### config.mk
export PLATFORM = sky130hd
export DESIGN_NAME = merge_switch_ctrl_flat
export DESIGN_NICKNAME = d
export VERILOG_FILES = /design/src/rtl/merge_switch_if.sv /design/src/rtl/merge_switch_ctrl.sv /design/src/flat_wrapper.sv
export SDC_FILE = /design/constraint.sdc
export NUM_CORES = 1
export LEC_CHECK = 0
export ABC_AREA = 1
export CORE_AREA = 4 4 45 47
export DETAILED_ROUTE_END_ITERATION = 10
export DIE_AREA = 0 0 49 51
export MAX_ROUTING_LAYER = met4
export PLACE_DENSITY_LB_ADDON = 0.25
export SYNTH_ARGS = -nofsm -noshare
export SYNTH_HDL_FRONTEND = slang
export SYNTH_SLANG_ARGS = --single-unit
### constraint.sdc
create_clock -name clk -period 1.91 [get_ports clk]
set_input_delay 0.4775 -clock clk [delete_from_list [all_inputs] [get_ports clk]]
set_output_delay 0.4775 -clock clk [all_outputs]
set_load 0.005 [all_outputs]
### src/rtl/merge_switch_if.sv
// Handshake bundle between the two upstream requesters, the downstream
// ready and the merge switch controller.
interface merge_switch_if;
   logic [1:0] i_req;          // per-requester valid, bit0 = low, bit1 = high
   logic [1:0] i_last;         // per-requester end-of-packet, qualified by i_req
   logic       i_ready;        // downstream accepts a beat this cycle
   logic [1:0] o_grant;        // per-requester ready, one-hot or zero
   logic       o_en;           // merge switch enable
   logic [1:0] o_cmd;          // 2'b01 route low, 2'b10 route high, 2'b00 none
   logic       o_last_served;  // index of the most recent owner
   logic       o_err;          // sticky watchdog-fired flag

   // Requester / downstream side
   modport master (
      output i_req,
      output i_last,
      output i_ready,
      input  o_grant,
      input  o_en,
      input  o_cmd,
      input  o_last_served,
      input  o_err
   );

   // Controller side
   modport slave (
      input  i_req,
      input  i_last,
      input  i_ready,
      output o_grant,
      output o_en,
      output o_cmd,
      output o_last_served,
      output o_err
   );
endinterface

### src/rtl/merge_switch_ctrl.sv
// Packet-level arbiter and sequencer for a 2-input merge switch.
// One requester owns the switch at a time until its packet ends; ties are
// broken in favour of the input that was not served last. A watchdog takes
// the switch back from an owner that drops its request mid-packet and
// leaves a sticky error flag behind.
module merge_switch_ctrl #(
   parameter int TIMEOUT   = 64,  // stalled cycles tolerated before forced release (>= 2)
   parameter int CNT_WIDTH = 7    // 2**CNT_WIDTH must exceed TIMEOUT
) (
   input  logic          clk,
   input  logic          rst,
   merge_switch_if.slave bus
);

   typedef enum logic [1:0] {
      IDLE     = 2'b00,
      OWN_LOW  = 2'b01,
      OWN_HIGH = 2'b10
   } state_t;

   // Last counter value before the watchdog fires on the next stalled cycle.
   localparam logic [CNT_WIDTH-1:0] WD_LIMIT = CNT_WIDTH'(TIMEOUT - 1);

   // Switch command that routes the given input index.
   function automatic logic [1:0] route_cmd(input logic idx);
      logic [1:0] cmd;
      if (idx) begin
         cmd = 2'b10;
      end else begin
         cmd = 2'b01;
      end
      return cmd;
   endfunction

   // Ownership state that corresponds to the given input index.
   function automatic state_t own_state(input logic idx);
      state_t st;
      if (idx) begin
         st = OWN_HIGH;
      end else begin
         st = OWN_LOW;
      end
      return st;
   endfunction

   state_t                 state_r;
   logic                   last_served_r;
   logic [CNT_WIDTH-1:0]   cnt_r;
   logic                   err_r;

   logic                   own_idx_s;    // index of the current owner (valid when owning)
   logic                   own_req_s;    // owner's request
   logic                   oth_req_s;    // the other input's request
   logic                   rel_beat_s;   // owner's last beat accepted this cycle
   logic                   wd_fire_s;    // owner stalled long enough to be evicted
   logic                   idle_pick_s;  // winner when leaving IDLE
   logic                   idle_go_s;    // some input requests while IDLE

   // Decode the owner's handshake view and the arbitration winner.
   always_comb begin
      own_idx_s   = 1'b0;
      own_req_s   = 1'b0;
      oth_req_s   = 1'b0;
      rel_beat_s  = 1'b0;
      wd_fire_s   = 1'b0;
      idle_pick_s = 1'b0;
      idle_go_s   = 1'b0;
      case (state_r)
         OWN_LOW: begin
            own_idx_s  = 1'b0;
            own_req_s  = bus.i_req[0];
            oth_req_s  = bus.i_req[1];
            rel_beat_s = bus.i_req[0] & bus.i_ready & bus.i_last[0];
         end
         OWN_HIGH: begin
            own_idx_s  = 1'b1;
            own_req_s  = bus.i_req[1];
            oth_req_s  = bus.i_req[0];
            rel_beat_s = bus.i_req[1] & bus.i_ready & bus.i_last[1];
         end
         IDLE: begin
            own_idx_s = 1'b0;
         end
         default: begin
            own_idx_s = 1'b0;
         end
      endcase

      // The watchdog only fires while someone owns the switch.
      if ((state_r != IDLE) && !own_req_s && (cnt_r == WD_LIMIT)) begin
         wd_fire_s = 1'b1;
      end else begin
         wd_fire_s = 1'b0;
      end

      // Single requester wins outright; a tie goes to the input not served last.
      case (bus.i_req)
         2'b01: begin
            idle_pick_s = 1'b0;
            idle_go_s   = 1'b1;
         end
         2'b10: begin
            idle_pick_s = 1'b1;
            idle_go_s   = 1'b1;
         end
         2'b11: begin
            idle_pick_s = ~last_served_r;
            idle_go_s   = 1'b1;
         end
         default: begin
            idle_pick_s = 1'b0;
            idle_go_s   = 1'b0;
         end
      endcase
   end

   // Ownership FSM, last-served history, watchdog counter and sticky error.
   always_ff @(posedge clk) begin
      if (rst) begin
         state_r       <= IDLE;
         last_served_r <= 1'b1;
         cnt_r         <= {CNT_WIDTH{1'b0}};
         err_r         <= 1'b0;
      end else begin
         case (state_r)
            IDLE: begin
               cnt_r <= {CNT_WIDTH{1'b0}};
               if (idle_go_s) begin
                  state_r       <= own_state(idle_pick_s);
                  last_served_r <= idle_pick_s;
               end else begin
                  state_r <= IDLE;
               end
            end
            OWN_LOW, OWN_HIGH: begin
               if (rel_beat_s) begin
                  // Packet done: hand over without a bubble if the other side waits.
                  cnt_r <= {CNT_WIDTH{1'b0}};
                  if (oth_req_s) begin
                     state_r       <= own_state(~own_idx_s);
                     last_served_r <= ~own_idx_s;
                  end else if (own_req_s) begin
                     state_r <= state_r;
                  end else begin
                     state_r <= IDLE;
                  end
               end else if (own_req_s) begin
                  // Active or backpressured owner is not stalling.
                  cnt_r   <= {CNT_WIDTH{1'b0}};
                  state_r <= state_r;
               end else if (wd_fire_s) begin
                  cnt_r   <= {CNT_WIDTH{1'b0}};
                  state_r <= IDLE;
                  err_r   <= 1'b1;
               end else begin
                  cnt_r   <= cnt_r + {{(CNT_WIDTH-1){1'b0}}, 1'b1};
                  state_r <= state_r;
               end
            end
            default: begin
               state_r <= IDLE;
               cnt_r   <= {CNT_WIDTH{1'b0}};
            end
         endcase
      end
   end

   // Switch controls follow the owner; grants pass the downstream ready through.
   always_comb begin
      bus.o_en    = 1'b0;
      bus.o_cmd   = 2'b00;
      bus.o_grant = 2'b00;
      case (state_r)
         OWN_LOW: begin
            bus.o_en    = 1'b1;
            bus.o_cmd   = route_cmd(1'b0);
            bus.o_grant = {1'b0, bus.i_ready};
         end
         OWN_HIGH: begin
            bus.o_en    = 1'b1;
            bus.o_cmd   = route_cmd(1'b1);
            bus.o_grant = {bus.i_ready, 1'b0};
         end
         IDLE: begin
            bus.o_en    = 1'b0;
            bus.o_cmd   = 2'b00;
            bus.o_grant = 2'b00;
         end
         default: begin
            bus.o_en    = 1'b0;
            bus.o_cmd   = 2'b00;
            bus.o_grant = 2'b00;
         end
      endcase
   end

   assign bus.o_last_served = last_served_r;
   assign bus.o_err         = err_r;

endmodule
### src/flat_wrapper.sv
// flat-port wrapper written by rule: the top's interface ports become plain ports
module merge_switch_ctrl_flat 
#(
   parameter int TIMEOUT   = 64,                                                          
   parameter int CNT_WIDTH = 7                                       
)
  (clk, rst, bus_i_req, bus_i_last, bus_i_ready, bus_o_grant, bus_o_en, bus_o_cmd, bus_o_last_served, bus_o_err);
  merge_switch_if bus_i ();
  input  logic clk;
  input  logic rst;
  input wire logic [$bits(bus_i.i_req)-1:0] bus_i_req;
  input wire logic [$bits(bus_i.i_last)-1:0] bus_i_last;
  input wire logic [$bits(bus_i.i_ready)-1:0] bus_i_ready;
  output wire logic [$bits(bus_i.o_grant)-1:0] bus_o_grant;
  output wire logic [$bits(bus_i.o_en)-1:0] bus_o_en;
  output wire logic [$bits(bus_i.o_cmd)-1:0] bus_o_cmd;
  output wire logic [$bits(bus_i.o_last_served)-1:0] bus_o_last_served;
  output wire logic [$bits(bus_i.o_err)-1:0] bus_o_err;
  assign bus_i.i_req = bus_i_req;
  assign bus_i.i_last = bus_i_last;
  assign bus_i.i_ready = bus_i_ready;
  assign bus_o_grant = bus_i.o_grant;
  assign bus_o_en = bus_i.o_en;
  assign bus_o_cmd = bus_i.o_cmd;
  assign bus_o_last_served = bus_i.o_last_served;
  assign bus_o_err = bus_i.o_err;
  merge_switch_ctrl #(.TIMEOUT(TIMEOUT), .CNT_WIDTH(CNT_WIDTH)) u_core (.clk(clk), .rst(rst), .bus(bus_i));
endmodule
==> metrics <==
area grow syn2layout 34.91%; Tcrit/Tclk final 0.9472; worst slew pin tran 0.2261 ns; post-route setup TNS 0 ns; number of max-cap violations 0; Root Driver clkbuf_4; postcts setup bufs 0; Mapped Area 767.0 µm²; relative slew slack 0.8488; layout cells sized above 1 0.2222; top cells by area, synth dfxtp_1, nand2_1, ha_1; syn nets 122; Combinational Power Share 0.679; WHS 0.4519 ns; # setup viols final 0; I/O pin total 14; Psw 0.6270 mW; Yosys top cell area share 0.2871; ANT cells 0; placed cell count roughly 150; routability cong. 0.8367; dpl ws -0.2039 ns; Finished Layout Cells between 150 and 200; initial antenna violation count 0; Clock H-tree levels 1; GRT Util Overall 0.1556; Fill cells 154; core box area roughly 1700 µm²; Peak Freq 552.7 MHz; Worst-Skew Late Latency ~0.27 ns; post-route cell area a little over 1000 µm²; Residual DRC 0; worst vdd ir 0.8616 mV; CTS tree built; routed len/inst 11.06 µm; die area around 2500 µm²; count of cell types in the netlist 19; status finished clean; Yosys reg bits 11; critical path peak fanout 3; Worst Slack Setup Final 0.1008 ns; commonest non-fill, non-tap cells in the layout nand2_1, nor2_1, inv_1; Final Util 0.6265; Pwr Total around 1.4 mW; Worst Hold Class register to register; RSZ-0062 raised after global routing false; Largest stage delay, worst path approximately 0.31 ns; clk_skew 0.006368 ns; post-DP HPWL 1.329 mm; Syn Area/Cell 7.102 µm²; Starting Density 0.4644; Die Height ~51 µm; Req. time, crit path roughly 1.4 ns; Max Slew Vio Count 0; Post-DP Area 993.5 µm²; Clk network pwr share 0.107; Die W between 40 and 50 µm; CTS Buf Count 3; Sink Count 11; leakage dissipation 0.4888 nW; CP max stage cell dfxtp_1; DR vias around 750; WS Path Type register to primary output; Data arrival, critical path approximately 1.3 ns; total of warnings raised by yosys 0; Final Hold Fails 0; antenna-violating nets left 0; internal power 0.8033 mW; switch share 0.4384; nature of the critical path startpoint register; Seq/Total Area, Yosys 0.2871; Synth area leader dfxtp_1; Clk pin slew, worst setup/hold paths 0.06 ns; Net count, final 150; critical path, cell by cell inv_1, buf_4, ha_2, nand2_1, nor2_1, dlygate4sd2_1; vias in the first global route 741; commonest non-fill, non-tap cell in the layout nand2_1; CP endpoint kind primary output; Port Buf Inserts 13; cts hold-fix bufs 0; Sequential Power Share 0.214; Max clock buf depth 2; first-pass GRT wire length 3.029 mm; Post-Syn Instances about 110; global route overflow 0; Via density 4.941; First-pass DRT Iterations 4; Power Density 1382 nW/µm²; drt total wl 1.681 mm; Crit path max-delay family buffers and inverters; Std-Cell Rows 15; DR iter-0 viols 12; minimum clock period 1.809 ns; Buf+Inv Stages, Crit Path 3; largest net degree at the start of global routing 8
## synth_stat cells
library cell  instances
a21oi_1               5
dfxtp_1              11
nor2_4                3
nor2_1               20
o21ai_0               1
nand2_1              25
nand3_2               1
xor2_1                3
nand2_2               2
nor2_2                1
inv_2                 1
nand4_1               2
nand4_4               1
inv_1                12
nand3_1              10
ha_1                  7
nand3_4               1
nor3_2                1
nand2_4               1
## final cells by class
type / instances / area, µm² / area share
inverters: 13 / 48.80 / 0.04716
clock buffers: 4 / 26.28 / 0.02539
well taps: 17 / 21.27 / 0.02056
flip-flops and latches: 11 / 221.5 / 0.2140
multi-input cells: 84 / 515.5 / 0.4982
repair buffers: 23 / 201.4 / 0.1947
## state kept, by name, indices dropped and copies added, names as in the netlist
| register | flops |
|---|---|
| u_core.state_r | 2 |
| u_core.bus.o_last_served | 1 |
| u_core.cnt_r | 7 |
| u_core.bus.o_err | 1 |
## power groups by stage
stage	logic [mW]	registers (mW)	clock network [mW]
after global routing	1.09	0.310	0.175
final	0.971	0.305	0.154
after CTS	0.982	0.304	0.163
after global placement	0.938	0.304	0
after floorplan	0.571	0.311	0
after detailed placement	0.964	0.306	0
## per-layer routing
metal,global-route usage,share of wire,vias to the layer above
met1,0.1836,0.48,338
met2,0.2500,0.46,14
li1,-,-,395
met3,0.05248,0.046,4
met4,0.04933,0.010,0
met5,-,0,-
## what timing repair did
item	in CTS	in global routing
hold endpoints to repair	0	0
resized for setup	10	1
setup endpoints to repair	4	1
## worst paths after layout
kind,from,endpoint,slack [ns],cells after the start
max,u_core.state_r[1]$_SDFFE_PP0P_,bus_o_grant[0],0.10,6
min,u_core.cnt_r[0]$_SDFF_PP0_,u_core.cnt_r[0]$_SDFF_PP0_,0.45,1
max reg2reg,u_core.state_r[0]$_SDFFE_PP0P_,u_core.state_r[0]$_SDFFE_PP0P_,0.25,12
min reg2reg,u_core.cnt_r[0]$_SDFF_PP0_,u_core.cnt_r[0]$_SDFF_PP0_,0.45,1
## logic make-up after synthesis
| kind of cell | Yosys count | share of synthesized area |
|---|---|---|
| AND/OR/NAND/NOR | 68 | 0.4617 |
| buffers and inverters | 13 | 0.06361 |
| flip-flops | 11 | 0.2871 |
| adder cells (fa/ha/maj) | 7 | 0.1142 |
| AO/OA/AOI/OAI | 6 | 0.03914 |
| XOR/XNOR | 3 | 0.03426 |
## worst register-to-register path, cell delays in order (launching register included)
cell and delay [ns]:
dfxtp_2 0.34, inv_2 0.05, buf_4 0.14, ha_2 0.18
buf_4 0.15, nand2_1 0.08, nand2_2 0.08, nand2_4 0.09
nand3_4 0.10, nand2_2 0.10, nand2_1 0.07, nor2_1 0.13
nor2_2 0.05
(Power assumes the default switching activity.)
